`config.mk`:
```
export PLATFORM = sky130hd
export DESIGN_NAME = uart_msg_tx
export DESIGN_NICKNAME = d
export VERILOG_FILES = /design/src/rtl/uart_msg_tx.sv
export SDC_FILE = /design/constraint.sdc
export NUM_CORES = 1
export LEC_CHECK = 0
export ABC_AREA = 1
export BUFFER_PORTS_ARGS = -buffer_cell sky130_fd_sc_hd__buf_4
export CAP_MARGIN = 20
export CORE_ASPECT_RATIO = 0.8
export CORE_MARGIN = 3
export CORE_UTILIZATION = 60
export DETAILED_ROUTE_END_ITERATION = 16
export PLACE_DENSITY = 0.81
export SYNTH_ARGS = -nofsm -noshare
export SYNTH_HDL_FRONTEND = slang
export SYNTH_SLANG_ARGS = --single-unit
```
`constraint.sdc`:
```
create_clock -name clk -period 3.2 [get_ports clk]
set_clock_uncertainty 0.1 [all_clocks]
set_input_delay 0.48 -clock clk [delete_from_list [all_inputs] [get_ports clk]]
set_output_delay 0.48 -clock clk [all_outputs]
set_load 0.05 [all_outputs]
```
`src/rtl/uart_msg_tx.sv`:
```
// Message-streaming UART transmitter: walks ROM addresses 0..MSG_LEN-1 and sends each byte 8N1.
// Optional even parity bit when UART_MSG_TX_PARITY_EN is defined (8E1 frames).
module uart_msg_tx #(
   parameter int unsigned CLKS_PER_BIT = 1250,
   parameter int unsigned MSG_LEN      = 16
) (
   input  logic       clk,
   input  logic       rst_n,
   input  logic       start,
   output logic [4:0] add,
   input  logic [7:0] rom_byte,
   output logic       tx,
   output logic       busy,
   output logic       done
);

   localparam int unsigned     BaudW    = $clog2(CLKS_PER_BIT);
   localparam logic [BaudW-1:0] BaudLast = BaudW'(CLKS_PER_BIT - 1);
   localparam logic [4:0]      AddLast  = 5'(MSG_LEN - 1);

`ifdef UART_MSG_TX_PARITY_EN
   typedef enum logic [2:0] {StIdle, StFetch, StLoad, StStart, StData, StStop, StParity} state_e;
`else
   typedef enum logic [2:0] {StIdle, StFetch, StLoad, StStart, StData, StStop} state_e;
`endif

   state_e           state_q;
   logic [BaudW-1:0] baud_q;
   logic [2:0]       bit_q;
   logic [7:0]       shift_q;
   logic             baud_tick;
`ifdef UART_MSG_TX_PARITY_EN
   logic             parity_q;
`endif

   assign baud_tick = (baud_q == BaudLast);

   // tx is updated on the same edge as the state change so the line is aligned with each bit slot.
   always_ff @(posedge clk or negedge rst_n) begin
      if (!rst_n) begin
         state_q <= StIdle;
         baud_q  <= '0;
         bit_q   <= '0;
         shift_q <= '0;
         add     <= '0;
         tx      <= 1'b1;
         busy    <= 1'b0;
         done    <= 1'b0;
`ifdef UART_MSG_TX_PARITY_EN
         parity_q <= 1'b0;
`endif
      end else begin
         done <= 1'b0;
         case (state_q)
            StIdle: begin
               tx   <= 1'b1;
               busy <= 1'b0;
               add  <= '0;
               if (start) begin
                  busy    <= 1'b1;
                  state_q <= StFetch;
               end
            end
            StFetch: state_q <= StLoad;
            StLoad: begin
               shift_q <= rom_byte;
`ifdef UART_MSG_TX_PARITY_EN
               parity_q <= ^rom_byte;
`endif
               baud_q  <= '0;
               tx      <= 1'b0;
               state_q <= StStart;
            end
            StStart: begin
               if (baud_tick) begin
                  baud_q  <= '0;
                  bit_q   <= '0;
                  tx      <= shift_q[0];
                  state_q <= StData;
               end else begin
                  baud_q <= baud_q + BaudW'(1);
               end
            end
            StData: begin
               if (baud_tick) begin
                  baud_q  <= '0;
                  shift_q <= shift_q >> 1;
                  if (bit_q == 3'd7) begin
`ifdef UART_MSG_TX_PARITY_EN
                     tx      <= parity_q;
                     state_q <= StParity;
`else
                     tx      <= 1'b1;
                     state_q <= StStop;
`endif
                  end else begin
                     bit_q <= bit_q + 3'd1;
                     tx    <= shift_q[1];
                  end
               end else begin
                  baud_q <= baud_q + BaudW'(1);
               end
            end
`ifdef UART_MSG_TX_PARITY_EN
            StParity: begin
               if (baud_tick) begin
                  baud_q  <= '0;
                  tx      <= 1'b1;
                  state_q <= StStop;
               end else begin
                  baud_q <= baud_q + BaudW'(1);
               end
            end
`endif
            StStop: begin
               if (baud_tick) begin
                  baud_q <= '0;
                  if (add == AddLast) begin
                     add     <= '0;
                     done    <= 1'b1;
                     busy    <= 1'b0;
                     state_q <= StIdle;
                  end else begin
                     add     <= add + 5'd1;
                     state_q <= StFetch;
                  end
               end else begin
                  baud_q <= baud_q + BaudW'(1);
               end
            end
            default: begin
               tx      <= 1'b1;
               busy    <= 1'b0;
               state_q <= StIdle;
            end
         endcase
      end
   end

endmodule

```
==> results of run 1 <==
cell type report:
cell class / instances / area [um^2] / share of cell area [%]
timing repair buffer: 18 / 135 / 6.24
clock buffer: 7 / 86.3 / 3.99
sequential: 33 / 827 / 38.2
tap: 38 / 47.5 / 2.20
multi-input combinational: 189 / 942 / 43.5
inverter: 34 / 128 / 5.89
synth_stat cells (2+ instances only):
master                    count  area [um^2]
sky130_fd_sc_hd__o22ai_1      3         18.8
sky130_fd_sc_hd__dfrtp_1     32          801
sky130_fd_sc_hd__buf_6        2         22.5
sky130_fd_sc_hd__nand3_1     31          155
sky130_fd_sc_hd__nand2_1     78          293
sky130_fd_sc_hd__nor2_1      17         63.8
sky130_fd_sc_hd__nor3_1       5         25.0
sky130_fd_sc_hd__ha_1         5         62.6
sky130_fd_sc_hd__nand4_1      8         50.1
sky130_fd_sc_hd__inv_1       31          116
sky130_fd_sc_hd__nand3_2      2         20.0
sky130_fd_sc_hd__o21ai_1      9         45.0
sky130_fd_sc_hd__nand2_4      2         22.5
sky130_fd_sc_hd__xor2_1       3         26.3
sky130_fd_sc_hd__nor2_2       3         18.8
sky130_fd_sc_hd__a21oi_1      3         15.0
sky130_fd_sc_hd__buf_2        2         10.0
sky130_fd_sc_hd__inv_2        3         11.3
sky130_fd_sc_hd__o21ai_0     14         70.1
routing by layer:
metal	global-route usage (%)	part of all wire, %
met1	30.5	48
met2	34.4	44
met3	5.19	6.7
met4	7.80	1.2
met5	0	0
registers in the layout (all words and copies together), names as in the netlist:
register / count
baud_q: 11
shift_q: 8
add: 5
bit_q: 3
state_q: 3
busy: 1
done: 1
tx: 1
placed cells by master (no fill, tap or decap), drive strengths merged:
cell | netlist | final
xor2 | 3 | 3
inv | 34 | 34
nor3b | 1 | 1
a21oi | 3 | 3
nor3 | 5 | 5
nor2 | 21 | 21
ha | 5 | 5
o22ai | 3 | 3
nand3 | 33 | 33
nand2 | 81 | 81
nand3b | 1 | 1
o211ai | 1 | 1
nand4 | 8 | 8
clkbuf | 0 | 7
dfrtp | 32 | 32
dfstp | 1 | 1
o21ai | 24 | 24
buf | 5 | 18
per-stage QoR:
stage	power [uW]	hold slack (ns)	worst slack, ns
final	1640	0.0184	1.38
after global routing	1780	0.0631	1.17
after CTS	1640	0.0429	1.41
after detailed placement	1320	0.347	1.44
after global placement	1300	0.346	1.50
after floorplan	1180	0.0844	1.49
cells by family after synthesis:
| group | share of synthesized area (%) |
|---|---|
| AND/OR/NAND/NOR | 35.1 |
| buffers and inverters | 8.66 |
| flip-flops | 42.7 |
| AO/OA/AOI/OAI | 8.91 |
| adder cells (fa/ha/maj) | 3.23 |
| XOR/XNOR | 1.36 |
worst max-delay path, cell delays in order, from the launching register on:
cell and delay, ns:
sky130_fd_sc_hd__dfrtp_1 0.41, sky130_fd_sc_hd__inv_1 0.08, sky130_fd_sc_hd__ha_1 0.16, sky130_fd_sc_hd__nand2_1 0.06, sky130_fd_sc_hd__nor2_1 0.17, sky130_fd_sc_hd__nand3_2 0.20, sky130_fd_sc_hd__o21ai_4 0.38, sky130_fd_sc_hd__nand2_1 0.10
sky130_fd_sc_hd__o21ai_1 0.09
path summary, 6_finish.rpt:
path	slack (ns)	to	startpoint
setup / recovery	1.38	shift_q[0]	baud_q[1]
hold / removal	0.02	add[2]	rst_n
setup reg to reg	1.38	shift_q[0]	baud_q[1]
hold reg to reg	0.38	tx	tx
max in group asynchronous	2.65	tx	rst_n
min in group clk	0.36	busy	start
power groups by stage:
stage                     registers (uW)  clock network [uW]  logic, uW
after floorplan                      656                   0        520
after global placement               614                   0        688
after detailed placement             618                   0        699
after CTS                            612                 320        706
after global routing                 629                 339        812
final                                613                 320        708
==> reports/results.md, run 1 <==
• fraction of layout instances using a drive strength above 1: 13.5%
• mean cell area of the mapped netlist: 7.42 um^2
• setup TNS: 0 ns
• clock transition time at the flip-flop clock pins of the worst setup and hold paths: 0.06 ns
• clock buffer depth: 2
• effective utilization at floorplan: 66.5%
• largest net degree at the start of global routing: 34
• y dimension of the die: 56.8 um
• number of instances in the synthesized netlist: 261
• Synth cell types: 27
• net switching share of the total power: 44.3%
• number of synthesis warnings: 0
• endpoint class of the critical path: flop
• number of global-route vias before repair: 1609
• internal power contribution: 915 uW
• Final Max Tran Viols: 0
• fin area: 2170 um^2
• Worst Reg2Reg Path Length in Cells: 8
• Boundary Pins: 19
• clock share of power: 19.5%
• final cell utilization of the core: 74.3%
• Switch Pwr: 726 uW
• number of enable-type register cells in the synthesized netlist: 0
• CP Max Fanout: 15
• leakage power total: 0.00113 uW
• unrepaired setup endpoints after global routing: false
• number of DRC markers in iteration 0: 123
• placement-stage cell area: 2080 um^2
• Placement Rows: 17
• total global-route track usage: 22.2%
• final number of hold-violating endpoints: 0
• time the final worst path needs with I/O delays and setup: 1.82 ns
• Worst Setup Path Type: flop to flop
• clock latency on the worst-skew pair: 0.29 ns
• post-cts repair resize count: 0
• Root Buffer Master: sky130_fd_sc_hd__clkbuf_8
• core outline area: 2910 um^2
• count of clock tree sinks: 33
• TritonCTS buffer count: 5
• most used flip-flop cell after synthesis: sky130_fd_sc_hd__dfrtp_1
• estimated wirelength of the detail-placed design: 2.86 mm
• part of the cycle the worst path needs: 57.0%
• critical path data arrival time: 1.94 ns
• weighted congestion reported at the end of routability-driven placement: 0.910
• sequential share of power: 37.3%
• synthesized net count: 277
• post-synthesis sequential element count: 33
• largest voltage drop on the vdd net: 0.465 mV
• number of levels in the clock H-tree: 2
• P per Cell Area: 758 nW/um^2
• area growth from synthesis to layout: 11.8%
• run status: finished, final reports clean
• maxcap violations: 0
• count of nets left with antenna violations after detail routing: 0
• antenna fix cells: 0
• routed via count divided by cell count: 5.50
• wire length of the first global-routing pass: 7.07 mm
• post-route non-filler standard cell count: 319
• share of power burned in combinational logic: 43.1%
• final setup violation count: 0
• Die Outline Area: 3950 um^2
• DRC viols: 0
• die width: 69.5 um
• overflow left after global routing: 0
• Startpoint Class: flop
• post-detailed-routing wire length: 4.03 mm
• total standard cell area after synthesis: 1940 um^2
• async set or reset register ratio after synthesis: 100%
• worst hold-check path type: input pin to asynchronous set/reset pin
• Fill cells: 215
• post-CTS setup repair buffer count: 0
• initial antenna violation count: 0
• max_slew headroom: 71.6%
• sequential element share of the synthesized area: 42.7%
• Routed wire per std cell: 12.6 um
• cts hold-fix bufs: 0
• I/O Buffers: 18
• fin nets: 297
• Post-Place Cells: 312
• Slew @ Worst Pin: 0.426 ns
• clock tree from TritonCTS: yes
• number of detailed-route iterations in the first pass: 4
• Peak Freq: 0.549 GHz
• critical path required time: 3.31 ns
• Via Count: 1753
No activity file was read; power rests on OpenSTA's default activity.
==> run 2, diff against run 1 <==
CORE_UTILIZATION = 58   (was 60)
PLACE_DENSITY = 0.78   (was 0.81)
clock period = 1.9 ns   (was 3.2 ns; I/O delays follow)
==> reports/results.md, run 2 (same netlist as run 1, synthesis figures left out) <==
• run status: finished, final reports clean
• Root Buffer Master: sky130_fd_sc_hd__clkbuf_8
• final setup violation count: 0
• maxcap violations: 0
• fraction of layout instances using a drive strength above 1: 14.3%
• CP Max Fanout: 7
• number of global-route vias before repair: 1663
• registers with the most flip-flops: baud_q x11, shift_q x8, add x5
• leakage power total: 0.00115 uW
• Final Max Tran Viols: 0
• area growth from synthesis to layout: 14.0%
• placement-stage cell area: 2100 um^2
• I/O Buffers: 18
• most common cell after layout, fill and taps aside: sky130_fd_sc_hd__nand2_1
• largest voltage drop on the vdd net: 0.798 mV
• clock latency on the worst-skew pair: 0.28 ns
• Slew @ Worst Pin: 0.406 ns
• setup TNS: 0 ns
• clock buffer depth: 2
• estimated wirelength of the detail-placed design: 3.04 mm
• clock tree from TritonCTS: yes
• part of the cycle the worst path needs: 92.7%
• Routed wire per std cell: 13.1 um
• unrepaired setup endpoints after global routing: false
• post-route non-filler standard cell count: 326
• endpoint class of the critical path: flop
• Crit Reg-Reg Startpoint: baud_q[1]
• weighted congestion reported at the end of routability-driven placement: 0.954
• count of nets left with antenna violations after detail routing: 0
• final number of hold-violating endpoints: 0
• Boundary Pins: 19
• clock transition time at the flip-flop clock pins of the worst setup and hold paths: 0.07 ns
• fin nets: 301
• routed via count divided by cell count: 5.45
• Placement Rows: 18
• CP startpoint: baud_q[1]
• y dimension of the die: 57.7 um
• time the final worst path needs with I/O delays and setup: 1.76 ns
• most frequent cells in the layout: sky130_fd_sc_hd__nand2_1 (78), sky130_fd_sc_hd__inv_1 (31), sky130_fd_sc_hd__nand3_1 (31), sky130_fd_sc_hd__dfrtp_1 (31), sky130_fd_sc_hd__buf_4 (20)
• initial antenna violation count: 0
• number of levels in the clock H-tree: 2
• flip-flop count of the largest register, all copies and words added: 11
• core outline area: 3130 um^2
• post-detailed-routing wire length: 4.29 mm
• area of the multi-input gates: 942 um^2
• worst hold-check path type: input pin to flop
• antenna fix cells: 0
• cell depth of the worst min-delay path: 3
• P per Cell Area: 1280 nW/um^2
• wire length of the first global-routing pass: 7.41 mm
• fin area: 2210 um^2
• Worst Setup Path Type: flop to flop
• effective utilization at floorplan: 61.9%
• Via Count: 1778
• Startpoint Class: flop
• overflow left after global routing: 0
• DRC viols: 0
• count of clock tree sinks: 33
• total global-route track usage: 23.3%
• critical path required time: 1.97 ns
• TritonCTS buffer count: 5
• critical path data arrival time: 1.83 ns
• Peak Freq: 0.568 GHz
• Fill cells: 279
• Post-Place Cells: 316
• register name with the most flops: baud_q
• hold wc startpoint: start
• Worst Reg2Reg Path Length in Cells: 9
• die width: 70.6 um
• number of DRC markers in iteration 0: 172
• largest net degree at the start of global routing: 34
• total power of the final layout: 2820 uW
• number of detailed-route iterations in the first pass: 4
• max_slew headroom: 72.9%
• Die Outline Area: 4070 um^2
• register cell area after layout: 828 um^2
==> run 2: cell types whose count changed in the layout (fill, tap and decap cells not counted), sizes merged <==
cell | before | now
dlygate4sd3 | 0 | 1
clkbuf | 7 | 8
buf | 18 | 21
==> run 2: final cells by class <==
class / count / share of cell area [%]
Timing Repair Buffer: 22 / 8.16
Tap cell: 40 / 2.27
Multi-Input combinational cell: 189 / 42.7
Inverter: 34 / 5.78
Clock buffer: 8 / 3.63
Sequential cell: 33 / 37.5
==> run 2: repair_timing <==
action,CTS,global route
buffers inserted,0,1
hold buffers,1,0
setup endpoints to repair,0,4
hold endpoints to repair,32,0
gates resized for setup,0,1
==> run 2: worst max-delay path, stage by stage (launching register included) <==
cell                      delay (ns)
sky130_fd_sc_hd__dfrtp_1        0.42
sky130_fd_sc_hd__inv_1          0.09
sky130_fd_sc_hd__ha_1           0.15
sky130_fd_sc_hd__nand2_1        0.05
sky130_fd_sc_hd__nor2_1         0.16
sky130_fd_sc_hd__nand3_2        0.20
sky130_fd_sc_hd__nand2_1        0.23
sky130_fd_sc_hd__nand2_1        0.12
sky130_fd_sc_hd__nand2_1        0.08
sky130_fd_sc_hd__nand2_1        0.05
==> run 2: layer usage <==
| layer | wire length, um | track usage, % | vias up |
|---|---|---|---|
| li1 | - | - | 894 |
| met1 | 2040 | 30.8 | 826 |
| met2 | 1990 | 37.6 | 50 |
| met3 | 193 | 5.03 | 8 |
| met4 | 59 | 9.65 | 0 |
| met5 | 0 | 0 | - |
==> run 2: final timing paths <==
| path | to | slack, ns |
|---|---|---|
| setup / recovery | bit_q[2] | 0.14 |
| hold / removal | busy | 0.16 |
| setup reg to reg | bit_q[2] | 0.14 |
| hold reg to reg | tx | 0.37 |
| max in group asynchronous | tx | 1.00 |
| min in group asynchronous | state_q[2] | 0.38 |
==> run 2: power by group <==
group,total [uW],internal (uW),switching [uW]
registers,1050,885,165
clock network,499,260,239
logic,1270,432,841
==> run 2: per-stage QoR <==
step | setup WS (ns) | util (%) | hold WS (ns)
3_3_place_gp | 0.189 | 67.0 | 0.149
2_1_floorplan | 0.187 | - | -0.111
4_1_cts | 0.111 | 69.9 | 0.157
5_1_grt | 0.00156 | 70.5 | 0.170
6_report | 0.139 | 70.5 | 0.161
3_5_place_dp | 0.128 | 67.0 | 0.148
